<file path="config.mk">
export PLATFORM = sky130hd
export DESIGN_NAME = contactor_sequencer
export DESIGN_NICKNAME = d
export VERILOG_FILES = /design/src/rtl/bms_pkg.sv /design/src/rtl/contactor_sequencer.sv
export SDC_FILE = /design/constraint.sdc
export NUM_CORES = 1
export LEC_CHECK = 0
export ABC_AREA = 1
export CORE_UTILIZATION = 49
export CTS_CLUSTER_DIAMETER = 150
export DETAILED_ROUTE_END_ITERATION = 8
export PLACE_DENSITY = 0.74
export SLEW_MARGIN = 20
export SYNTH_ARGS = -nofsm -noshare
export SYNTH_HDL_FRONTEND = slang
export SYNTH_SLANG_ARGS = --single-unit
</file>
<file path="constraint.sdc">
create_clock -name clk -period 2.1 [get_ports clk]
set_clock_uncertainty 0.15 [all_clocks]
set_input_delay 0.21 -clock clk [delete_from_list [all_inputs] [get_ports clk]]
set_output_delay 0.21 -clock clk [all_outputs]
set_load 0.03 [all_outputs]
</file>
<file path="src/rtl/bms_pkg.sv">
// Shared battery-management types: fault FSM state, contactor sequencer state,
// sequencer error codes and default timing/threshold constants.
package bms_pkg;

    typedef enum logic [1:0] {
        FS_NORMAL   = 2'b00,
        FS_WARNING  = 2'b01,
        FS_FAULT    = 2'b10,
        FS_SHUTDOWN = 2'b11
    } fault_state_t;

    typedef enum logic [2:0] {
        SEQ_OPEN       = 3'd0,
        SEQ_PRECHARGE  = 3'd1,
        SEQ_CLOSE_MAIN = 3'd2,
        SEQ_CLOSED     = 3'd3,
        SEQ_OPENING    = 3'd4,
        SEQ_ERROR      = 3'd5
    } seq_state_t;

    typedef enum logic [2:0] {
        ERR_NONE              = 3'd0,
        ERR_PRECHARGE_TIMEOUT = 3'd1,
        ERR_MAIN_NO_CLOSE     = 3'd2,
        ERR_MAIN_DROPPED      = 3'd3,
        ERR_WELD              = 3'd4,
        ERR_SHUTDOWN          = 3'd5
    } err_code_t;

    localparam int DEFAULT_PRECHARGE_TIMEOUT = 2000;
    localparam int DEFAULT_CLOSE_TIMEOUT     = 100;
    localparam int DEFAULT_OPEN_TIMEOUT      = 100;
    localparam int DEFAULT_PRECHARGE_VDIFF   = 200;
    localparam int SEQ_TIMER_W               = 16;

endpackage

</file>
<file path="src/rtl/contactor_sequencer.sv">
// Precharge-then-close contactor sequencer driven by the fault FSM and host enable;
// latches sequencing errors (timeouts, drops, welds, shutdowns) until the host clears them.
module contactor_sequencer
    import bms_pkg::*;
#(
    parameter int PRECHARGE_TIMEOUT = DEFAULT_PRECHARGE_TIMEOUT,
    parameter int CLOSE_TIMEOUT     = DEFAULT_CLOSE_TIMEOUT,
    parameter int OPEN_TIMEOUT      = DEFAULT_OPEN_TIMEOUT,
    parameter int PRECHARGE_VDIFF   = DEFAULT_PRECHARGE_VDIFF
) (
    input  logic        clk,
    input  logic        reset,
    input  logic [1:0]  fault_state,
    input  logic        shutdown_req,
    input  logic        enable_req,
    input  logic        clear_req,
    input  logic [15:0] pack_voltage,
    input  logic [15:0] bus_voltage,
    input  logic        main_aux,
    output logic        precharge_en,
    output logic        main_en,
    output logic        ready,
    output logic        error,
    output logic [2:0]  error_code,
    output logic [2:0]  seq_state
);

    localparam logic [SEQ_TIMER_W-1:0] PRE_LAST   = SEQ_TIMER_W'(PRECHARGE_TIMEOUT - 1);
    localparam logic [SEQ_TIMER_W-1:0] CLOSE_LAST = SEQ_TIMER_W'(CLOSE_TIMEOUT - 1);
    localparam logic [SEQ_TIMER_W-1:0] OPEN_LAST  = SEQ_TIMER_W'(OPEN_TIMEOUT - 1);
    localparam logic [15:0]            VDIFF_MAX  = 16'(PRECHARGE_VDIFF);

    function automatic logic [15:0] sat_sub(input logic [15:0] a, input logic [15:0] b);
        return (b >= a) ? 16'd0 : a - b;
    endfunction

    function automatic logic [SEQ_TIMER_W-1:0] sat_inc(input logic [SEQ_TIMER_W-1:0] t);
        return (t == '1) ? t : t + 1'b1;
    endfunction

    fault_state_t            fs;
    seq_state_t              state, state_nxt;
    err_code_t               code, code_nxt;
    logic [SEQ_TIMER_W-1:0]  timer, timer_nxt;
    logic                    shut_seen, shut_seen_nxt;
    logic                    shut, abort;
    logic [15:0]             diff;

    assign fs    = fault_state_t'(fault_state);
    assign shut  = shutdown_req || (fs == FS_SHUTDOWN);
    assign abort = shut || (fs == FS_FAULT) || !enable_req;
    assign diff  = sat_sub(pack_voltage, bus_voltage);

    // Within each state: abort first, then progress, then timeout.
    always_comb begin
        state_nxt = state;
        code_nxt  = code;
        case (state)
            SEQ_OPEN: begin
                if (enable_req && fs == FS_NORMAL && !shutdown_req && !main_aux) begin
                    state_nxt = SEQ_PRECHARGE;
                end else if (main_aux && timer == OPEN_LAST) begin
                    state_nxt = SEQ_ERROR;
                    code_nxt  = ERR_WELD;
                end
            end
            SEQ_PRECHARGE: begin
                if (abort) begin
                    state_nxt = SEQ_OPENING;
                end else if (diff <= VDIFF_MAX) begin
                    state_nxt = SEQ_CLOSE_MAIN;
                end else if (timer == PRE_LAST) begin
                    state_nxt = SEQ_ERROR;
                    code_nxt  = ERR_PRECHARGE_TIMEOUT;
                end
            end
            SEQ_CLOSE_MAIN: begin
                if (abort) begin
                    state_nxt = SEQ_OPENING;
                end else if (main_aux) begin
                    state_nxt = SEQ_CLOSED;
                end else if (timer == CLOSE_LAST) begin
                    state_nxt = SEQ_ERROR;
                    code_nxt  = ERR_MAIN_NO_CLOSE;
                end
            end
            SEQ_CLOSED: begin
                if (abort) begin
                    state_nxt = SEQ_OPENING;
                end else if (!main_aux) begin
                    state_nxt = SEQ_ERROR;
                    code_nxt  = ERR_MAIN_DROPPED;
                end
            end
            SEQ_OPENING: begin
                // A shutdown arriving in the same cycle the contactor opens still counts.
                if (!main_aux) begin
                    if (shut_seen || shut) begin
                        state_nxt = SEQ_ERROR;
                        code_nxt  = ERR_SHUTDOWN;
                    end else begin
                        state_nxt = SEQ_OPEN;
                    end
                end else if (timer == OPEN_LAST) begin
                    state_nxt = SEQ_ERROR;
                    code_nxt  = ERR_WELD;
                end
            end
            SEQ_ERROR: begin
                if (clear_req && !shut && !main_aux) begin
                    state_nxt = SEQ_OPEN;
                    code_nxt  = ERR_NONE;
                end
            end
            default: begin
                state_nxt = SEQ_OPEN;
                code_nxt  = ERR_NONE;
            end
        endcase
    end

    always_comb begin
        if (state_nxt != state) begin
            timer_nxt = '0;
        end else if (state == SEQ_OPEN && !main_aux) begin
            timer_nxt = '0;
        end else begin
            timer_nxt = sat_inc(timer);
        end
        if (state == SEQ_ERROR && state_nxt != SEQ_ERROR) begin
            shut_seen_nxt = 1'b0;
        end else begin
            shut_seen_nxt = shut_seen || shut;
        end
    end

    // Outputs are registered from the next state so they change with the state register.
    always_ff @(posedge clk or posedge reset) begin
        if (reset) begin
            state        <= SEQ_OPEN;
            code         <= ERR_NONE;
            timer        <= '0;
            shut_seen    <= 1'b0;
            precharge_en <= 1'b0;
            main_en      <= 1'b0;
            ready        <= 1'b0;
            error        <= 1'b0;
            error_code   <= 3'd0;
            seq_state    <= 3'd0;
        end else begin
            state        <= state_nxt;
            code         <= code_nxt;
            timer        <= timer_nxt;
            shut_seen    <= shut_seen_nxt;
            precharge_en <= (state_nxt == SEQ_PRECHARGE) || (state_nxt == SEQ_CLOSE_MAIN);
            main_en      <= (state_nxt == SEQ_CLOSE_MAIN) || (state_nxt == SEQ_CLOSED);
            ready        <= (state_nxt == SEQ_CLOSED);
            error        <= (state_nxt == SEQ_ERROR);
            error_code   <= code_nxt;
            seq_state    <= state_nxt;
        end
    end

endmodule

</file>
# == Word level (Yosys, flattened, before mapping) ==
# Index checks and enable logic that the tools add are counted.
# W data, S select, Z words.
# totals
regBits,27
# classes
addsub,2
magnitude_cmp,2
n_eq_ne,30
muxes,34
reduce_logical,21
# op_table
cell,n
$mux W3,27
$mux W16,4
$pmux W3 S6,2
$ne A2 B2 Y1 const B,11
$add A16 B1 Y16 const B,1
$eq A16 B11 Y1 const B,1
$eq A16 B16 Y1 const B,1
$eq A16 B7 Y1 const B,1
$ge A16 B16 Y1,1
$le A16 B8 Y1 const B,1
$sub A16 B16 Y16,1
$reduce_and A13 Y1,1
$eq A3 B2 Y1 const B,4
$ne A3 B3 Y1 const B,4
$eq A3 B3 Y1 const B,3
$logic_and A1 B1 Y1,8
$eq A3 B1 Y1 const B,2
$logic_or A1 B1 Y1,6
$eq A2 B2 Y1 const B,2
$logic_not A1 Y1,4
$logic_not A3 Y1,1
$ne A3 B3 Y1,1
$logic_not A2 Y1,1
$mux W1,1

# == Depth between registers and ports, before layout ==
# logic_depth
ltp_word,10
ltp_mapped,22
ltp_nobuf,21

# == Worst setup path after synthesis ==
# OpenSTA, ideal clock, no wires.
# synth_path
path_type,input -> register
start,in pack_voltage[0]
end,reg timer[10]
t_arrival_ns,2.275
required_time_ns,1.822
slack_ns,-0.453
stages,20
n_path_buf,1
path_cell_list,inv_1 -> ha_1 -> fa_1 -> inv_1 -> nand3_1 -> nand3_1 -> nand3_1 -> nand3_2 -> nor2_1 -> nor2_1 -> nand2_1 -> nor2_2 -> nand3_2 -> nand3_1 -> nand2_1 -> nand2_2 -> nand3_1 -> nand3_4 -> buf_12 -> nor2_4
# synth_between
elab_chain_cells,8
word_cells_on_any_way,10
cone_classes,add/sub: 1; order compare: 2; eq/ne: 2; mux: 5
# synth_rtl
element,line,source
from (decl),contactor_sequencer.sv:17,"input logic [15:0] pack_voltage,"
$sub A16 B16 Y16 or $ge A16 B16 Y1 (tied branches),contactor_sequencer.sv:34,return (b >= a) ? 16'd0 : a - b;
$mux W16 (*),contactor_sequencer.sv:34,
$le A16 B8 Y1 (*),contactor_sequencer.sv:70,end else if (diff <= VDIFF_MAX) begin
$mux W3 (*),contactor_sequencer.sv:70,
$mux W3 (*),contactor_sequencer.sv:68,if (abort) begin
$pmux W3 S6 (*),contactor_sequencer.sv:58,case (state)
$ne A3 B3 Y1 (*),contactor_sequencer.sv:123,if (state_nxt != state) begin
$ne A3 B3 Y1 (no source line) or $mux W16 (tied branches),-,
to (signal assigned),contactor_sequencer.sv:153,timer <= timer_nxt;
to (decl),contactor_sequencer.sv:44,"logic [SEQ_TIMER_W-1:0] timer, timer_nxt;"
# Every way passes the cells marked *; elsewhere a longest branch is shown, timed or not.
# A chain may end at the register's enable or synchronous reset.

# == Worst setup path in the final report ==
# layout_path
start,in pack_voltage[5]
end,reg timer[6]
# The elaborated chain is that of the path after synthesis.

==> run_results.csv <==
group,metric,value,unit
logic_synthesis,async_flop_share,1.00,
final_layout,final_layout_size_suffix_gt1_frac,0.477,
global_routing,grt_pass1_vias,3765,
worst_setup_path,critPathKind,"in -> reg",
worst_setup_path,crit_end,"timer[6]",
clock_tree,cts_tree,"built",
power_and_ir_drop,peakVddDrop,0.812,mV
worst_setup_path,rrSetupSlack,-610,ps
sta,setup_ws,-637,ps
logic_synthesis,synthesis.nets,500,
logic_synthesis,ys_seq_area_frac,0.237,
hold_path,hp-class,"in -> async",
detailed_routing,drtPass1Iterations,5,
final_layout,multi_input_area,2540,sq um
sta,setup_viol,26,
clock_tree,cts_max_level,1,
sta,hold_viol,0,
worst_setup_path,path_depth,19,
logic_synthesis,yosysTopAreaCellShare,0.237,
sta,timing.hold.ws,140,ps
worst_setup_path,worstSetupStartpointType,"input port",
clock_tree,hold_buffers,0,
worst_setup_path,reg2reg_to,"timer[15]",
final_layout,fin_util,0.908,
power_and_ir_drop,finalPower,3.91,mW
global_routing,grt_pass1_wl,16300,microns
logic_synthesis,synth_warnings,0,
detailed_routing,drtAntennaViolNets,0,
final_layout,antenna_cells,0,
logic_synthesis,synthFlopType,"dfrtp_1",
clock_tree,insertion_delay,290,ps
logic_synthesis,synth_edf_count,0,
worst_setup_path,cp_max_fo,7,
sta,period_share,1.30,
logic_synthesis,yosys-top-cells-area,"dfrtp_1 24%, nand2_1 15%, inv_1 11%",
detailed_routing,vias,4019,
worst_setup_path,cp_slowest_stage_delay,330,ps
clock_tree,clk_pin_slew_worst_paths,110,ps
floorplan,fp.dieH,78.3,microns
worst_setup_path,cp_slowest_cell,"ha_4",
worst_setup_path,endpoint_kind,"register",
logic_synthesis,yosysUniqueCellTypes,34,
clock_tree,cts_buffer_depth,2,
floorplan,rows,27,
floorplan,start_util,0.512,
final_layout,syn_to_final_growth,77.3,%
sta,min_period,2740,ps
detailed_routing,wl_per_cell,19.3,microns
global_routing,grt-ovfl-total,0,
sta,rsz0062_at_grt,"yes",
power_and_ir_drop,p_leak,2.46,nW
logic_synthesis,syn-cell-area,2850,sq um
clock_tree,ctsRootBufferMaster,"clkbuf_8",
detailed_routing,first_iter_violations,413,
sta,fmax,0.365,GHz
worst_setup_path,cp.arrival,2820,ps
worst_setup_path,crit_start,"pack_voltage[5]",
placed_design,place_inst,648,
clock_tree,clock-sinks,27,
detailed_routing,totalWireLength,12900,microns
sta,relSlewSlack,0.574,
worst_setup_path,path_common_cell,"nand2_1",
flow_run,maxCapViolations,0,
detailed_routing,via_per_inst,5.98,
floorplan,io_pins,50,
worst_setup_path,cp_top_family,"simple AND/OR/NAND/NOR gates",
floorplan,coreArea,5570,sq um
global_routing,grt_use_total,0.332,
floorplan,die_area,6130,sq um
final_layout,fin_nets,659,
worst_setup_path,critPathBufInv,4,
worst_setup_path,r2r-start,"timer[0]",
floorplan,fp.dieW,78.3,microns
placed_design,hpwl,6110,microns
final_layout,stdcell_count,672,
global_routing,grt_antenna_before_repair,0,
final_layout,regArea,676,sq um
worst_setup_path,cp_cell_sequence,"dlygate4sd2_1 > ha_4 > nand2_2 > nand2_2 > nand2_1 > nand2_1 > nand2_1 > nand3_2 > buf_6 > a21oi_2 > a31oi_4 > buf_4 > nand3_2 > nand2_1 > a21oi_2 > nor2_4 > nand3_4 > buf_12 > nor2_4",
logic_synthesis,yosysTopAreaCell,"dfrtp_1",
power_and_ir_drop,power.density,773,nW/um^2
sta,report.final.slew_viol_count,0,
placed_design,port_buffers,49,
detailed_routing,remaining_drc_errors,0,
logic_synthesis,postSynthCellCount,442,
global_routing,grt_max_degree,28,
run_status,violations,"negative setup slack",
worst_setup_path,reg2reg_depth,12,
logic_synthesis,synth-seq-cells,27,
logic_synthesis,synth_area_per_cell,6.45,sq um
clock_tree,cts_made_buffers,3,
worst_setup_path,critPathRequiredTime,2180,ps
placed_design,gp_congestion,0.910,
final_layout,fillers,222,
sta,worst_pin_slew,633,ps
run_status,outcome,"finished, violations left",
[registers in the layout, summed over array words and instances, names as in the netlist]
| signal | cells |
|---|---|
| shut_seen | 1 |
| state | 3 |
| timer | 16 |
| error | 1 |
| code | 3 |
| main_en | 1 |
| ready | 1 |
| precharge_en | 1 |
[stage by stage]
step / worst slack (ps) / cell area, sq um / TNS, ps
after CTS: -421 / 4750 / -7320
after detailed placement: -1150 / 4140 / -26460
final: -637 / 5060 / -13420
after floorplan: -334 / 2910 / -4150
after global placement: -1020 / 4140 / -23620
after global routing: -754 / 5060 / -15280
[per-layer routing]
metal	global-route usage	routed length, microns	vias to the layer above
met5	0	0	-
met2	0.632	6320	311
met1	0.368	4580	1880
met3	0.0535	1080	123
met4	0.122	952	0
li1	-	-	1705
[cells by family (layout without fill, tap and decap cells)]
| group | after synthesis | count (layout) | share of synthesized area |
|---|---|---|---|
| simple gates | 249 | 249 | 0.431 |
| buf+inv | 95 | 253 | 0.132 |
| compound gates | 41 | 41 | 0.0820 |
| flops | 27 | 27 | 0.237 |
| fa+ha+maj | 18 | 18 | 0.0816 |
| xor+xnor | 12 | 12 | 0.0368 |
[worst min-delay path, cell delays in order]
cell             delay (ps)
clkdlybuf4s50_1         400
inv_1                    50
buf_4                   350
[power by group]
part | switching [mW] | total [mW] | leakage [nW] | internal [mW]
logic | 1.63 | 2.93 | 2.08 | 1.30
registers | 0.0547 | 0.651 | 0.363 | 0.596
clock network | 0.192 | 0.328 | 0.0217 | 0.136
total | 1.88 | 3.91 | 2.46 | 2.04
[cells in the final DEF (no fill, tap or decap), drive strengths merged]
master	netlist	routed
xor2	11	11
nor3b	1	1
o211ai	1	1
xnor2	1	1
a21o	1	1
clkinv	3	3
nor4	4	4
a31oi	1	1
fa	1	1
o31ai	2	2
inv	90	90
a21oi	20	20
and2	1	1
nor2	51	51
dlygate4sd2	0	25
clkinvlp	0	1
nand4	8	8
clkdlybuf4s50	0	19
nand2	128	128
nand3	39	39
ha	17	17
clkdlybuf4s15	0	1
a2111oi	1	1
buf	2	109
o21ai	15	15
clkbuf	0	5
dfrtp	27	27
nand3b	2	2
nor3	15	15
[cells in the mapped netlist (6+ instances only)]
library cell  number
nand2_2           12
nor3_1            13
nand4_1            6
dfrtp_1           27
o21ai_0           15
nand2_1          116
ha_1              17
nor2_1            36
xor2_1            11
a21oi_1           18
nand3_1           35
nor2_4            12
inv_1             86
[how the worst min path moves through the flow]
stage,endpoint,depth (start not counted),slack [ps],start
floorplan,code[0],1,110,reset
global placement,code[2],2,320,code[2]
detailed placement,code[0],2,340,code[0]
CTS,timer[15],3,140,reset
global route,timer[14],3,200,reset
finish,timer[14],3,140,reset
[area by class of cell]
| cell class | instances | area share |
|---|---|---|
| clock buffer | 3 | 0.00816 |
| timing repair buffer | 156 | 0.264 |
| clock inverter | 1 | 0.00148 |
| sequential | 27 | 0.134 |
| inverter | 93 | 0.0732 |
| multi-input combinational | 320 | 0.501 |
| tap | 72 | 0.0178 |
[repair_timing]
item,in CTS,in global routing
buffers inserted,12,7
resized for setup,161,67
cloned,1,0
endpoints found under the hold margin,0,0
pin swaps,80,59
setup endpoints to repair,26,26
(Power assumes the default switching activity.)
